===== src/rtl/ram_wb_arbiter_b3.sv =====
// Two-master Wishbone B3 round-robin arbiter in front of a single B3 slave.
// Optional watchdog enabled by defining ARB_TIMEOUT_EN.
module ram_wb_arbiter_b3 #(
  parameter int unsigned dw      = 32,
  parameter int unsigned aw      = 32,
  parameter int unsigned timeout = 255
) (
  input  logic          wb_clk_i,
  input  logic          wb_rst_n_i,
  // master 0
  input  logic [aw-1:0] m0_adr_i,
  input  logic [dw-1:0] m0_dat_i,
  input  logic [3:0]    m0_sel_i,
  input  logic [1:0]    m0_bte_i,
  input  logic [2:0]    m0_cti_i,
  input  logic          m0_cyc_i,
  input  logic          m0_stb_i,
  input  logic          m0_we_i,
  output logic          m0_ack_o,
  output logic          m0_err_o,
  output logic          m0_rty_o,
  output logic [dw-1:0] m0_dat_o,
  // master 1
  input  logic [aw-1:0] m1_adr_i,
  input  logic [dw-1:0] m1_dat_i,
  input  logic [3:0]    m1_sel_i,
  input  logic [1:0]    m1_bte_i,
  input  logic [2:0]    m1_cti_i,
  input  logic          m1_cyc_i,
  input  logic          m1_stb_i,
  input  logic          m1_we_i,
  output logic          m1_ack_o,
  output logic          m1_err_o,
  output logic          m1_rty_o,
  output logic [dw-1:0] m1_dat_o,
  // slave
  output logic [aw-1:0] s_adr_o,
  output logic [dw-1:0] s_dat_o,
  output logic [3:0]    s_sel_o,
  output logic [1:0]    s_bte_o,
  output logic [2:0]    s_cti_o,
  output logic          s_cyc_o,
  output logic          s_stb_o,
  output logic          s_we_o,
  input  logic          s_ack_i,
  input  logic          s_err_i,
  input  logic          s_rty_i,
  input  logic [dw-1:0] s_dat_i,
  output logic [1:0]    gnt_o
);

  typedef enum logic [1:0] {StIdle, StGnt0, StGnt1} state_e;

  state_e     state_q;
  logic [1:0] gnt_q;
  logic       last_q;
  logic       req_cyc;
  logic       req_stb;
  logic       to_hit;

  // Grant is held for as long as the owner keeps cyc high; hand-over needs no idle cycle.
  always_ff @(posedge wb_clk_i or negedge wb_rst_n_i) begin
    if (!wb_rst_n_i) begin
      state_q <= StIdle;
      gnt_q   <= 2'b00;
      last_q  <= 1'b1;
    end else begin
      unique case (state_q)
        StIdle: begin
          if (m0_cyc_i && (!m1_cyc_i || last_q)) begin
            state_q <= StGnt0;
            gnt_q   <= 2'b01;
          end else if (m1_cyc_i) begin
            state_q <= StGnt1;
            gnt_q   <= 2'b10;
          end
        end
        StGnt0: begin
          if (!m0_cyc_i) begin
            last_q <= 1'b0;
            if (m1_cyc_i) begin
              state_q <= StGnt1;
              gnt_q   <= 2'b10;
            end else begin
              state_q <= StIdle;
              gnt_q   <= 2'b00;
            end
          end
        end
        StGnt1: begin
          if (!m1_cyc_i) begin
            last_q <= 1'b1;
            if (m0_cyc_i) begin
              state_q <= StGnt0;
              gnt_q   <= 2'b01;
            end else begin
              state_q <= StIdle;
              gnt_q   <= 2'b00;
            end
          end
        end
        default: begin
          state_q <= StIdle;
          gnt_q   <= 2'b00;
        end
      endcase
    end
  end

  always_comb begin
    s_adr_o = '0;
    s_dat_o = '0;
    s_sel_o = '0;
    s_bte_o = '0;
    s_cti_o = '0;
    s_we_o  = 1'b0;
    req_cyc = 1'b0;
    req_stb = 1'b0;
    unique case (gnt_q)
      2'b01: begin
        s_adr_o = m0_adr_i;
        s_dat_o = m0_dat_i;
        s_sel_o = m0_sel_i;
        s_bte_o = m0_bte_i;
        s_cti_o = m0_cti_i;
        s_we_o  = m0_we_i;
        req_cyc = m0_cyc_i;
        req_stb = m0_stb_i;
      end
      2'b10: begin
        s_adr_o = m1_adr_i;
        s_dat_o = m1_dat_i;
        s_sel_o = m1_sel_i;
        s_bte_o = m1_bte_i;
        s_cti_o = m1_cti_i;
        s_we_o  = m1_we_i;
        req_cyc = m1_cyc_i;
        req_stb = m1_stb_i;
      end
      default: ;
    endcase
  end

`ifdef ARB_TIMEOUT_EN
  logic [7:0] cnt_q;
  logic       term;

  assign term   = s_ack_i | s_err_i | s_rty_i;
  assign to_hit = req_stb && (cnt_q == 8'(timeout));

  // Counts stalled strobe cycles of the current owner; idle or released grant clears it.
  always_ff @(posedge wb_clk_i or negedge wb_rst_n_i) begin
    if (!wb_rst_n_i) begin
      cnt_q <= 8'd0;
    end else if (!req_cyc || term || to_hit) begin
      cnt_q <= 8'd0;
    end else if (req_stb) begin
      cnt_q <= cnt_q + 8'd1;
    end
  end
`else
  assign to_hit = 1'b0;
`endif

  assign s_cyc_o = req_cyc;
  assign s_stb_o = req_stb & ~to_hit;
  assign gnt_o   = gnt_q;

  assign m0_ack_o = s_ack_i & gnt_q[0];
  assign m0_err_o = (s_err_i | to_hit) & gnt_q[0];
  assign m0_rty_o = s_rty_i & gnt_q[0];
  assign m0_dat_o = s_dat_i;

  assign m1_ack_o = s_ack_i & gnt_q[1];
  assign m1_err_o = (s_err_i | to_hit) & gnt_q[1];
  assign m1_rty_o = s_rty_i & gnt_q[1];
  assign m1_dat_o = s_dat_i;

endmodule


===== config.mk =====
export PLATFORM = sky130hd
export DESIGN_NAME = ram_wb_arbiter_b3
export DESIGN_NICKNAME = d
export VERILOG_FILES = /design/src/rtl/ram_wb_arbiter_b3.sv
export SDC_FILE = /design/constraint.sdc
export NUM_CORES = 1
export LEC_CHECK = 0
export BUFFER_PORTS_ARGS = -buffer_cell sky130_fd_sc_hd__buf_4
export CAP_MARGIN = 20
export CORE_AREA = 2 2 129 131
export CTS_CLUSTER_SIZE = 8
export DETAILED_ROUTE_END_ITERATION = 16
export DIE_AREA = 0 0 131 133
export REMOVE_ABC_BUFFERS = 1
export SLEW_MARGIN = 20
export SYNTH_ARGS = -nofsm -noshare
export SYNTH_HDL_FRONTEND = slang
export SYNTH_SLANG_ARGS = --single-unit

===== constraint.sdc =====
create_clock -name wb_clk_i -period 1.45 [get_ports wb_clk_i]
set_clock_uncertainty 0.05 [all_clocks]
set_input_delay 0.145 -clock wb_clk_i [delete_from_list [all_inputs] [get_ports wb_clk_i]]
set_output_delay 0.145 -clock wb_clk_i [all_outputs]
set_load 0.02 [all_outputs]

[Yosys cells after proc, flatten, opt, wreduce, memory -nomap -nowiden]
Cells that the tools add are included.
Widths: inputs -> output; s select.
Word-level totals
  flip-flop bits (word level): 3
  RAM bits: 0
  memories kept: 0
  bits of input ports: 189
  ROM bits: 0
  bits in latches: 0
Cells by class
  order comparisons: 0
  add/sub/neg operators: 0
  reductions and logical operators: 7
  multiplexer cells: 18
  shift-type cells: 0
  bitwise logic cells: 6
  div/mod/pow operators: 0
  multiply operators: 0
  equality and inequality tests: 5
Operators by type and width (number)
  $pmux 32 s2: 2
  $mux 2: 5
  $pmux 1 s2: 4
  $pmux 4 s2: 1
  $and 1x1->1: 6
  $pmux 2 s3: 1
  $pmux 3 s2: 1
  $reduce_and 3->1: 2
  $ne 2x2->1 const B: 2
  $pmux 2 s2: 1
  $mux 1: 3
  $ne 3x3->1 const B: 1
  $eq 2x1->1 const B: 1
  $eq 2x2->1 const B: 1
  $logic_not 2->1: 1
  $reduce_bool 2->1: 1
  $logic_and 1x1->1: 1
  $logic_not 1->1: 1
  $logic_or 1x1->1: 1

[Depth between registers and ports, before layout]
  depth in word-level cells: 5
  depth in mapped cells: 7
  depth with buffers taken out: 5

[Worst setup path after synthesis]
OpenSTA, ideal clock, no wires.
  kind: reg-to-output
  start: register gnt_q[0], in the netlist gnt_o[0]
  end: output port s_adr_o[0]
  data required time: 1255 ps
  path buffers: 2
  cell stages (with the launch flop): 6
  path slack: -444 ps
  arrival: 1699 ps
  path through: dfrtp_1 > inv_1 > ha_1 > clkbuf_2 > clkbuf_1 > nor2b_1
On the way
  longest elaborated chain between the ends: 2
  elaborated cells between the ends (all ways): 3
  classes of those cells: eq/ne (2); mux (1)
RTL lines
  start, declared: RTL line 55  | logic [1:0] gnt_q;
  start signal, assigned: RTL line 65  | gnt_q <= 2'b00;
  start signal, assigned: RTL line 72  | gnt_q <= 2'b01;
  start signal, assigned: RTL line 75  | gnt_q <= 2'b10;
  $eq 2x2->1 / $eq 2x1->1 (equally long branches)
  $pmux 32 s2 *: RTL line 119  | unique case (gnt_q)
  end, declared: RTL line 37  | output logic [aw-1:0] s_adr_o,
Every way passes the cells marked *; elsewhere a longest branch is shown, timed or not.

[Worst setup path in the final report]
  start: register gnt_q[1], in the netlist gnt_o[1]
  end: output port s_adr_o[26]
The elaborated chain is that of the path after synthesis.

==> results by group <==
Status
  • Status: finished with violations
  • Failing checks: setup timing

Detailed routing
  • Antenna viol nets, final: 0
  • Wire per inst: 18.8 um
  • Post-Route WL: 12700 um
  • Met3 wire len: 2330 um
  • 1st-pass router iterations: 4
  • Via density: 4.16
  • Top layer in use: met5
  • Met1 layer wirelength in the final routing: 4700 um
  • Violation count after the first detailed-routing iteration: 86
  • Detailed-route via count: 2811
  • Total met2 wirelength after detailed routing: 5570 um
  • Number of design rule violations left after detail routing: 0

Critical path
  • Logic depth of the worst register-to-register path: 6
  • Startpoint types: flop
  • Flop-to-flop setup slack: -140 ps
  • Crit-path slowest cell: dfrtp_2
  • Endpoint required time on the critical path: 1250 ps
  • Largest fanout of any net on the critical path: 7
  • Reg-to-reg critical path endpoint: gnt_o[0]
  • Startpoint of the lowest-slack register-to-register path: gnt_o[0]
  • Crit-path max cell delay: 430 ps
  • Signal arrival time at the worst endpoint: 1600 ps
  • End point of the critical path: s_adr_o[26]
  • Launching element of the worst setup path: gnt_o[1]
  • Cells along the critical path: ha_4, buf_12, buf_16, a22oi_2, nor2b_1, buf_4
  • Element type at the critical path end: output pin
  • Kind of critical path: reg2out

Final layout
  • Total non-filler cell area in the finished layout: 4170 um2
  • # fillers: 1761
  • Share of final-layout standard cells stronger than drive strength 1: 72.6%
  • Post-layout util: 25.8%
  • Inserted Diodes: 0
  • Final instance count without filler cells: 676
  • Final Net Count: 651
  • Area growth from synthesis to layout: 115%

Yosys
  • Synth Register Bits: 3
  • Post-synthesis cell count: 273
  • Average footprint of a synthesized cell: 7.10 um2
  • Warning count from the yosys run: 0
  • Share of synthesized area occupied by flip-flops and latches: 3.94%
  • Unique masters post-synth: 23
  • Synthesized area: 1940 um2

Pwr
  • Overall power consumption: 6.81 mW
  • Max VDD drop: 0.721 mV
  • Areal power density over the cells: 1640 nW/um2
  • Total leakage power: 1.85 nW

Placement
  • Cell count after placement: 662
  • Detailed placement HPWL: 10100 um
  • Cell area after placement: 3620 um2
  • Number of I/O port buffers: 240
  • Global placement routability congestion: 0.758

CTS
  • Clock root cell: clkbuf_16
  • # H-tree levels: 1
  • Clock slew at the register clock pins of the worst setup and hold paths: 30 ps
  • Clock tree from TritonCTS: built
  • Inserted Clock Buffers: 3
  • Max Buffers Root-to-Sink: 2
  • Sinks on Clock Net: 3
  • Source-to-sink clock delay at the later pin of the worst-skew pair: 220 ps

Timing
  • Maximum operating frequency: 557 MHz
  • Minimum period implied by the final worst setup slack: 1790 ps
  • Total setup violations reported at the end of the flow: 78
  • Worst Tran Pin Value: 254 ps
  • Final hold violation count: 0
  • Setup ws final: -344 ps
  • Final Slew Violations: 0
  • Unrepaired setup endpoints after global routing: true
  • Normalized max-slew margin: 83.0%
  • Total negative slack for setup checks: -22990 ps
  • Final worst-path cycle share: 124%

Floorplan
  • Width of the die: 131 um
  • Io pins: 337
  • Initial standard-cell utilization of the core: 12.0%
  • Floorplan row count: 47
  • Y dimension of the die: 133 um
  • DIE AREA: 17400 um2
  • Area of the core region: 16200 um2

Global route
  • Overflow left after global routing: 0
  • Antenna violations before repair: 0
  • Via count of the first global-routing pass: 2660
  • Maximum number of pins on one net before global-route repair: 39
  • GRT Total Usage: 12.6%
  • Wire length of the first global-routing pass: 16300 um

Min path
  • Launch instance of the worst min-delay path: m1_cyc_i
  • Hold crit path type: in2reg

Run
  • Max-cap violations: 0
==> critical path: cells and delay by family (launching register included) <==
kind	cells	cell delay, ps
compound gates	1	220
flops	1	430
buf+inv	3	440
fa+ha+maj	1	220
simple gates	1	70
==> repair_timing <==
item	in CTS	in global routing
gates resized for setup	39	40
hold endpoints to repair	3	0
setup endpoints to repair	78	78
setup buffers	4	2
pin swaps	4	0
hold buffers	1	0
cloned	2	1
==> power by group <==
group	switching, mW	internal (mW)	total, mW
Combinational	3.02	3.19	6.21
Clock	0.0677	0.362	0.430
Sequential	0.0424	0.133	0.176
==> worst min path at each step <==
| stage | end | slack (ps) | depth (start not counted) |
|---|---|---|---|
| 5_1_grt | gnt_o[1] | 200 | 3 |
| 3_3_place_gp | gnt_o[0] | -110 | 1 |
| 3_5_place_dp | gnt_o[1] | -110 | 1 |
| 4_1_cts | gnt_o[1] | 180 | 3 |
| 2_1_floorplan | gnt_o[0] | -200 | 0 |
| 6_report | gnt_o[1] | 180 | 3 |
==> layout by cell type, fill, tap and decap left out, types with 2 or more instances in the layout <==
| cell | n |
|---|---|
| a22oi_2 | 27 |
| buf_4 | 241 |
| a21oi_1 | 2 |
| a22oi_1 | 48 |
| nor2b_2 | 20 |
| and2_1 | 6 |
| nor2b_4 | 3 |
| clkbuf_16 | 3 |
| nor2_1 | 3 |
| ha_4 | 3 |
| buf_12 | 8 |
| inv_1 | 2 |
| buf_6 | 16 |
| buf_16 | 2 |
| nor2b_1 | 53 |
==> synth_stat cells (all sizes together) <==
cell type  count  area [um2]
o2bb2ai        1        8.76
nand3          1        5.00
buf           74         543
nand2b         1        6.26
mux2i          1        10.0
clkbuf        15        57.6
dfstp          1        26.3
a22o           1        8.76
nor2           3        11.3
a22oi         76         584
and2           6        37.5
a21oi          2        10.0
dfrtp          2        50.1
o21ai          3        18.8
nor2b         76         475
ha             5        62.6
inv            4        15.0
nor4b          1        8.76
==> kinds of logic after synthesis <==
family | after synthesis | synth area share, %
flip-flops | 3 | 3.94
AND/OR/NAND/NOR | 88 | 28.1
adder cells (fa/ha/maj) | 5 | 3.23
AO/OA/AOI/OAI | 83 | 32.5
multiplexers | 1 | 0.516
buffers and inverters | 93 | 31.7
==> layer usage <==
| layer | GRT usage [%] | vias up |
|---|---|---|
| met5 | 5.00 | - |
| met4 | 0.177 | 2 |
| met3 | 10.5 | 5 |
| met2 | 19.1 | 238 |
| met1 | 14.2 | 1303 |
| li1 | - | 1263 |
==> registers in the layout, summed over array words and instances, names as in the netlist <==
name	flops
gnt_o	2
last_q	1
==> through the flow <==
stage / setup WS [ps] / hold slack (ps)
after global placement: -191 / -111
after CTS: -329 / 180
after floorplan: -1480 / -201
after global routing: -424 / 204
final: -344 / 178
after detailed placement: -185 / -112
==> layout make-up <==
type                            count  area (um2)  area share [%]
Timing Repair Buffer              268        2210            53.2
Multi-Input combinational cell    177        1500            36.0
Tap cell                          220         275            6.61
Clock buffer                        4        78.8            1.89
Sequential cell                     3        77.6            1.86
Inverter                            4        17.5           0.421
(Power assumes the default switching activity.)
